`config.mk`:
```
export PLATFORM = sky130hd
export DESIGN_NAME = clock_set_ctrl
export DESIGN_NICKNAME = d
export VERILOG_FILES = /design/src/rtl/clock_set_ctrl.sv
export SDC_FILE = /design/constraint.sdc
export NUM_CORES = 1
export LEC_CHECK = 0
export BUFFER_PORTS_ARGS = -buffer_cell sky130_fd_sc_hd__buf_2
export CAP_MARGIN = 20
export CORE_MARGIN = 1.5
export CORE_UTILIZATION = 56
export CTS_CLUSTER_DIAMETER = 100
export DETAILED_ROUTE_END_ITERATION = 10
export PLACE_DENSITY = 0.89
export SYNTH_ARGS = -nofsm -noshare
export SYNTH_HDL_FRONTEND = slang
export SYNTH_SLANG_ARGS = --single-unit
export TNS_END_PERCENT = 50
```
`constraint.sdc`:
```
create_clock -name clk -period 3.18 [get_ports clk]
set_input_delay 0.636 -clock clk [delete_from_list [all_inputs] [get_ports clk]]
set_output_delay 0.636 -clock clk [all_outputs]
set_load 0.005 [all_outputs]
```
`src/rtl/clock_set_ctrl.sv`:
```
// rtl/clock_set_ctrl.sv - hh:mm:ss sequencer with CPU load and button setting
// Optional CLOCK_SET_12H_EN: adds pm and presents hours as 1..12.
module clock_set_ctrl #(
  parameter int SET_TIMEOUT = 30
) (
  input  logic        clk,
  input  logic        reset_n,
  input  logic [14:0] set_word,
  input  logic        tick_1hz,
  input  logic        btn_mode,
  input  logic        btn_inc,
  output logic [4:0]  hours,
  output logic [5:0]  minutes,
  output logic [5:0]  seconds,
  output logic [1:0]  setting,
  output logic        load_done,
`ifdef CLOCK_SET_12H_EN
  output logic        pm,
`endif
  output logic        load_err
);

  typedef enum logic [1:0] {
    ST_RUN     = 2'b00,
    ST_SET_HR  = 2'b01,
    ST_SET_MIN = 2'b10
  } state_t;

  localparam logic [5:0] TO_LAST = 6'(SET_TIMEOUT - 1);

  state_t     r_state;
  logic [4:0] r_hours;
  logic [5:0] r_minutes;
  logic [5:0] r_seconds;
  logic [5:0] r_to_cnt;
  logic       r_req_q;
  logic       r_load_done;
  logic       r_load_err;

  logic       w_req;
  logic       w_fields_ok;
  logic [4:0] w_hours_inc;
  logic [5:0] w_minutes_inc;
  logic       w_unused_bits;

  assign w_req         = set_word[14] ^ r_req_q;
  assign w_fields_ok   = (set_word[13:9] <= 5'd23) && (set_word[8:3] <= 6'd59);
  assign w_hours_inc   = (r_hours == 5'd23) ? 5'd0 : r_hours + 5'd1;
  assign w_minutes_inc = (r_minutes == 6'd59) ? 6'd0 : r_minutes + 6'd1;
  assign w_unused_bits = ^set_word[2:0];

  always_ff @(posedge clk or negedge reset_n) begin
    if (!reset_n) begin
      r_state     <= ST_RUN;
      r_hours     <= 5'd0;
      r_minutes   <= 6'd0;
      r_seconds   <= 6'd0;
      r_to_cnt    <= 6'd0;
      r_req_q     <= 1'b0;
      r_load_done <= 1'b0;
      r_load_err  <= 1'b0;
    end else begin
      r_req_q     <= set_word[14];
      r_load_done <= 1'b0;
      r_load_err  <= 1'b0;
      if (w_req && w_fields_ok) begin
        // An accepted CPU load wins outright: same-cycle buttons and tick are dropped.
        r_hours     <= set_word[13:9];
        r_minutes   <= set_word[8:3];
        r_seconds   <= 6'd0;
        r_state     <= ST_RUN;
        r_to_cnt    <= 6'd0;
        r_load_done <= 1'b1;
      end else begin
        if (w_req) begin
          r_load_err <= 1'b1;
        end
        if (btn_mode) begin
          r_to_cnt <= 6'd0;
          case (r_state)
            ST_RUN:    r_state <= ST_SET_HR;
            ST_SET_HR: r_state <= ST_SET_MIN;
            default: begin
              r_state   <= ST_RUN;
              r_seconds <= 6'd0;
            end
          endcase
        end else if (btn_inc) begin
          r_to_cnt <= 6'd0;
          if (r_state == ST_SET_HR) begin
            r_hours <= w_hours_inc;
          end else if (r_state == ST_SET_MIN) begin
            r_minutes <= w_minutes_inc;
          end
        end else if (tick_1hz) begin
          if (r_state == ST_RUN) begin
            if (r_seconds == 6'd59) begin
              r_seconds <= 6'd0;
              r_minutes <= w_minutes_inc;
              if (r_minutes == 6'd59) begin
                r_hours <= w_hours_inc;
              end
            end else begin
              r_seconds <= r_seconds + 6'd1;
            end
          end else if (r_to_cnt == TO_LAST) begin
            // Idle too long while setting: leave setting mode, time untouched.
            r_state  <= ST_RUN;
            r_to_cnt <= 6'd0;
          end else begin
            r_to_cnt <= r_to_cnt + 6'd1;
          end
        end
      end
    end
  end

`ifdef CLOCK_SET_12H_EN
  assign hours = (r_hours == 5'd0)  ? 5'd12 :
                 (r_hours > 5'd12)  ? r_hours - 5'd12 : r_hours;
  assign pm    = (r_hours >= 5'd12);
`else
  assign hours = r_hours;
`endif
  assign minutes   = r_minutes;
  assign seconds   = r_seconds;
  assign setting   = r_state;
  assign load_done = r_load_done;
  assign load_err  = r_load_err;

endmodule
```
Word level (Yosys, flattened, before mapping)
Index checks and enable logic that the tools add are counted.
{ "op_classes": {"muxes": 41, "n_addsub": 4, "order_cmp": 2, "eq_ne": 14, "mul": 0, "n_reduce_logical": 17, "bitwise_logic": 1, "n_div": 0, "shift": 0} }
{ "op_table": {"columns": ["operator", "n"], "rows": [
  ["6-bit two-way mux", 22],
  ["5-bit two-way mux", 9],
  ["3-bit nonzero test", 7],
  ["6-bit by 1-bit adder with 6-bit output (second input constant)", 3],
  ["6-bit equality test (second input constant)", 2],
  ["2-bit two-way mux", 6],
  ["6-bit AND reduction", 2],
  ["4-bit AND reduction", 2],
  ["6-bit by 5-bit equality test with 1-bit output (second input constant)", 1],
  ["6-bit <= comparator (second input constant)", 1],
  ["3-bit by 1-bit != test with 1-bit output (second input constant)", 2],
  ["3-bit by 2-bit != test with 1-bit output (second input constant)", 2],
  ["3-bit != test (second input constant)", 2],
  ["5-bit by 1-bit adder with 5-bit output (second input constant)", 1],
  ["5-bit equality test (second input constant)", 1],
  ["5-bit <= comparator (second input constant)", 1],
  ["4-bit != test (second input constant)", 1],
  ["2-bit case mux with 2 select lines", 1],
  ["4-bit nonzero test", 1],
  ["1-bit two-way mux", 3],
  ["2-bit by 1-bit equality test with 1-bit output (second input constant)", 1],
  ["2-bit equality test (second input constant)", 1],
  ["1-bit logical AND", 2],
  ["2-bit zero test", 1],
  ["other kinds (4)", 4]
]} }
{ "totals": {"n_memories": 0, "mem_bits_rw": 0, "output_inout_bits": 21, "wordCells": 87, "rom_bits": 0, "latchBits": 0, "regBits": 28, "input_bits": 20} }

Depth between registers and ports, before layout
{ "depth": {"ltp_word": 9, "depth_mapped": 7, "ltp_nobuf": 6} }

Worst setup path before layout
No wires, ideal clock.
{ "synth_timing": {"kind": "input to register", "from": "input port btn_inc", "to": "register r_hours[4], in the netlist hours[4]", "n_path_buf": 1, "t_arrival_ps": 2278, "setup_time_ps": 82, "stages": 6, "required_ps": 3098, "setup_slack_ps": 821, "path_cell_list": "or4b_1 -> buf_2 -> nor4_4 -> o21ai_2 -> or4_1 -> a31oi_1"} }
{ "synth_between": {"elab_chain_cells": 3, "word_cells_on_any_way": 9, "classes_between": "eq/ne (1); mux (3); reduce/logical (5)"} }
{ "synth_lines": {"columns": ["element", "line", "text"], "rows": [
  ["start: declaration", "11", "input logic btn_inc,"],
  ["branches (longest 3 deep; another with 6-bit AND reduction)", null, null],
  ["end signal: assignment", "68", "r_hours <= set_word[13:9];"],
  ["end signal: assignment", "91", "r_hours <= w_hours_inc;"],
  ["end signal: assignment", "101", "r_hours <= w_hours_inc;"],
  ["end: declaration", "32", "logic [4:0] r_hours;"]
]} }
Parallel ways; which one is timed is not known. The select of a mux whose other input is x is not followed.
A chain may end at the register's enable or synchronous reset.

Worst setup path in the final report
{ "layout_timing": {"from": "register r_state[0], in the netlist setting[0]", "to": "register r_hours[4], in the netlist hours[4]"} }
{ "layout_between": {"elab_chain_cells": 3, "word_cells_on_any_way": 5, "classes_between": "eq/ne (2); reduce/logical (3)"} }
{ "layout_lines": {"columns": ["element", "line", "text"], "rows": [
  ["start: declaration", "31", "state_t r_state;"],
  ["start signal: assignment", "54", "r_state <= ST_RUN;"],
  ["start signal: assignment", "71", "r_state <= ST_RUN;"],
  ["start signal: assignment", "81", "ST_RUN: r_state <= ST_SET_HR;"],
  ["2-bit by 1-bit equality test with 1-bit output or 2-bit zero test (tied branches)", "90, 96", null],
  ["3-bit by 1-bit != test with 1-bit output (no line) or 3-bit nonzero test (tied branches)", null, null],
  ["6-bit AND reduction (no line) *", null, null]
]} }
Every way passes the cells marked *; elsewhere a longest branch is shown, timed or not.

==> results.cfg <==
[logic_synthesis]
postSynthAreaPerCell_um2 = 8.93
synth_top_family_by_area = simple AND/OR/NAND/NOR gates
yosys_warnings = 0
ys_types = 42
synth_compound_area_share_pct = 19.9
synth.mux.area_fraction_pct = 1.89
synth_nets = 203
synth_edf_count = 0
synth_simple_gate_area_share_pct = 23.5
synthXorXnorAreaFrac_pct = 2.76
synthesis.area_mm2 = 0.00159
synth_fa_ha_area_share_pct = 3.94
synth_cells = 178
ys_ff_latch = 28
synth_ff_type = dfrtp_1
synth-seq-area-share_pct = 44.1
async_flop_share_pct = 100

[power_and_ir_drop]
seq_power_share_pct = 52.2
share_clk_of_total_power_pct = 18.5
p_int_uw = 607
switchingPower_uw = 318
p_leak_nw = 0.889
ir_drop_mv = 0.362
p_per_area_mw_per_mm2 = 502
swShare_pct = 34.4
combPwrFrac_pct = 29.3

[setup_path]
crit_slowest_cell = or4b_1
max_stage_delay_ps = 680
rrSetupSlack_ps = 800
cp_cell_sequence = or4b_1 > nor4_4 > o21ai_2 > or4_1 > a31oi_1
reg2regPathDepth = 5
r2r-start = setting[0]
cp.arrival_ps = 2630
rr_endpoint = hours[4]
crit_family = simple AND/OR/NAND/NOR gates
critPathMaxFanout = 9
worst-path-buf-inv = 0
endpoint_kind = flip-flop
cp-start-kind = flip-flop
crit_type = flip-flop to flip-flop
cp.required_ps = 3440

[route]
firstDrtPassIters = 4
routed_wl_um = 3170
route.detailed.drc = 0
viasPerCell = 5.88
antenna_left = 0
wl_per_cell_um = 12.9
num_vias = 1446
drt_iter0_markers = 48

[clocking]
post_cts_resized = 0
cts_made_buffers = 3
clkTransAtPathRegs_ps = 140
cts_tree = done
cts.sinks = 28
root_buffer = clkbuf_4
clock_latency_ps = 320
post-cts-setup-buffer-count = 0
htreeDepth = 1
cts_buffer_depth = 2
hold_buffers = 0

[outcome]
status = complete, no violations

[layout]
drive_above_1_share_pct = 20.9
layout_common_cells = buf_2 (37), dfrtp_1 (28), nor2_1 (17)
area_growth_pct = 15.8
layout_commonest_cell = buf_2
nNetsFinal = 241
diodes = 0

[place]
gp_congestion = 0.893
dpl.hpwl_um = 2400
place_ws_ps = 576
io_buffer_count = 37

[timing]
max_freq_ghz = 0.421
setup_viol = 0
setup-tns-final_ps = 0
fin_crit_ps = 2380
worst_pin_slew_ps = 599
drv_slew = 0
setup_ws_ps = 804
rsz0062_at_grt = false
whs_ps = 295
fin_crit_sh_pct = 74.7
slew_headroom_pct = 60.1
fin_worst_skew_ps = 2.17
hold_viol_final = 0

[floorplanning]
die_h_um = 56.3
core_area_mm2 = 0.00273
start_util_pct = 58.1
num_rows = 19
ios = 41
die_w_um = 56.3
die-area_mm2 = 0.00317

[global_route]
grt_pass1_vias = 1296
grt_max_degree = 29
antenna_found_initial = 0
grt_pass1_wl_um = 5580
grt_overflow = 0
grt_util_all_layers_pct = 21.6

[run]
cap_violations = 0

[min_path]
min_path_type = input pin to async pin
## worst reg2reg max path, stage by stage (launching register included)
cell	delay [ps]
dfrtp_1	480
or4b_1	680
nor4_4	360
o21ai_2	140
or4_1	470
a31oi_1	170
## power groups by stage
stage / clock, mW / combinational (mW) / sequential, mW
after floorplan: 0 / 0.160 / 0.483
after global placement: 0 / 0.264 / 0.488
after detailed placement: 0 / 0.271 / 0.490
after CTS: 0.176 / 0.272 / 0.482
after global routing: 0.187 / 0.310 / 0.494
final: 0.171 / 0.271 / 0.483
## metal layers
metal	track usage (%)	part of all wire, %	vias to the layer above
li1	-	-	733
met3	2.53	4.1	4
met1	31.5	49	674
met4	6.12	0.92	0
met5	0	0	-
met2	34.3	46	35
## worst max-delay path by stage
stage                           from  endpoint  slack (ps)  depth (start not counted)
after CTS                 setting[0]  hours[4]         800                          5
after global routing      setting[0]  hours[4]         680                          5
after global placement       btn_inc  hours[4]         600                          6
final                     setting[0]  hours[4]         800                          5
after detailed placement     btn_inc  hours[4]         580                          6
after floorplan              btn_inc  hours[4]         820                          6
## synthesized netlist by cell type, drive strengths merged, types with 5 or more instances
master / instances / area share, %
a21oi: 15 / 4.7
nor2: 17 / 4.0
nand2: 16 / 3.8
o21ai: 14 / 4.6
inv: 10 / 2.4
or3: 5 / 2.0
ha: 5 / 3.9
nor3: 5 / 1.6
nand3: 8 / 2.5
dfrtp: 28 / 44
clkbuf: 5 / 1.2
## layout make-up
class | count | area, um2
Clock buffer | 4 | 36.3
Fill cell | 233 | 893
Inverter | 10 | 37.5
Multi-Input combinational cell | 134 | 827
Sequential cell | 28 | 701
Tap cell | 31 | 38.8
Timing Repair Buffer | 39 | 200
## flip-flops by register name (all words and copies together) (netlist names)
register,count
r_req_q,1
load_err,1
hours,5
minutes,6
load_done,1
seconds,6
setting,2
r_to_cnt,6
## cell families (layout without fill, tap and decap cells)
family,Yosys count,count (layout)
compound gates,51,51
xor+xnor,5,5
fa+ha+maj,5,5
buf+inv,16,53
flops,28,28
mux,3,3
simple gates,70,70
## metrics by stage
stage	area [um2]	util (%)	std cells	total power, mW
after detailed placement	1800	66.0	242	0.761
after CTS	1840	67.3	246	0.929
after floorplan	1590	-	178	0.643
after global placement	1800	66.0	242	0.752
after global routing	1840	67.3	246	0.992
final	1840	67.3	246	0.925
No activity file was read; power rests on OpenSTA's default activity.
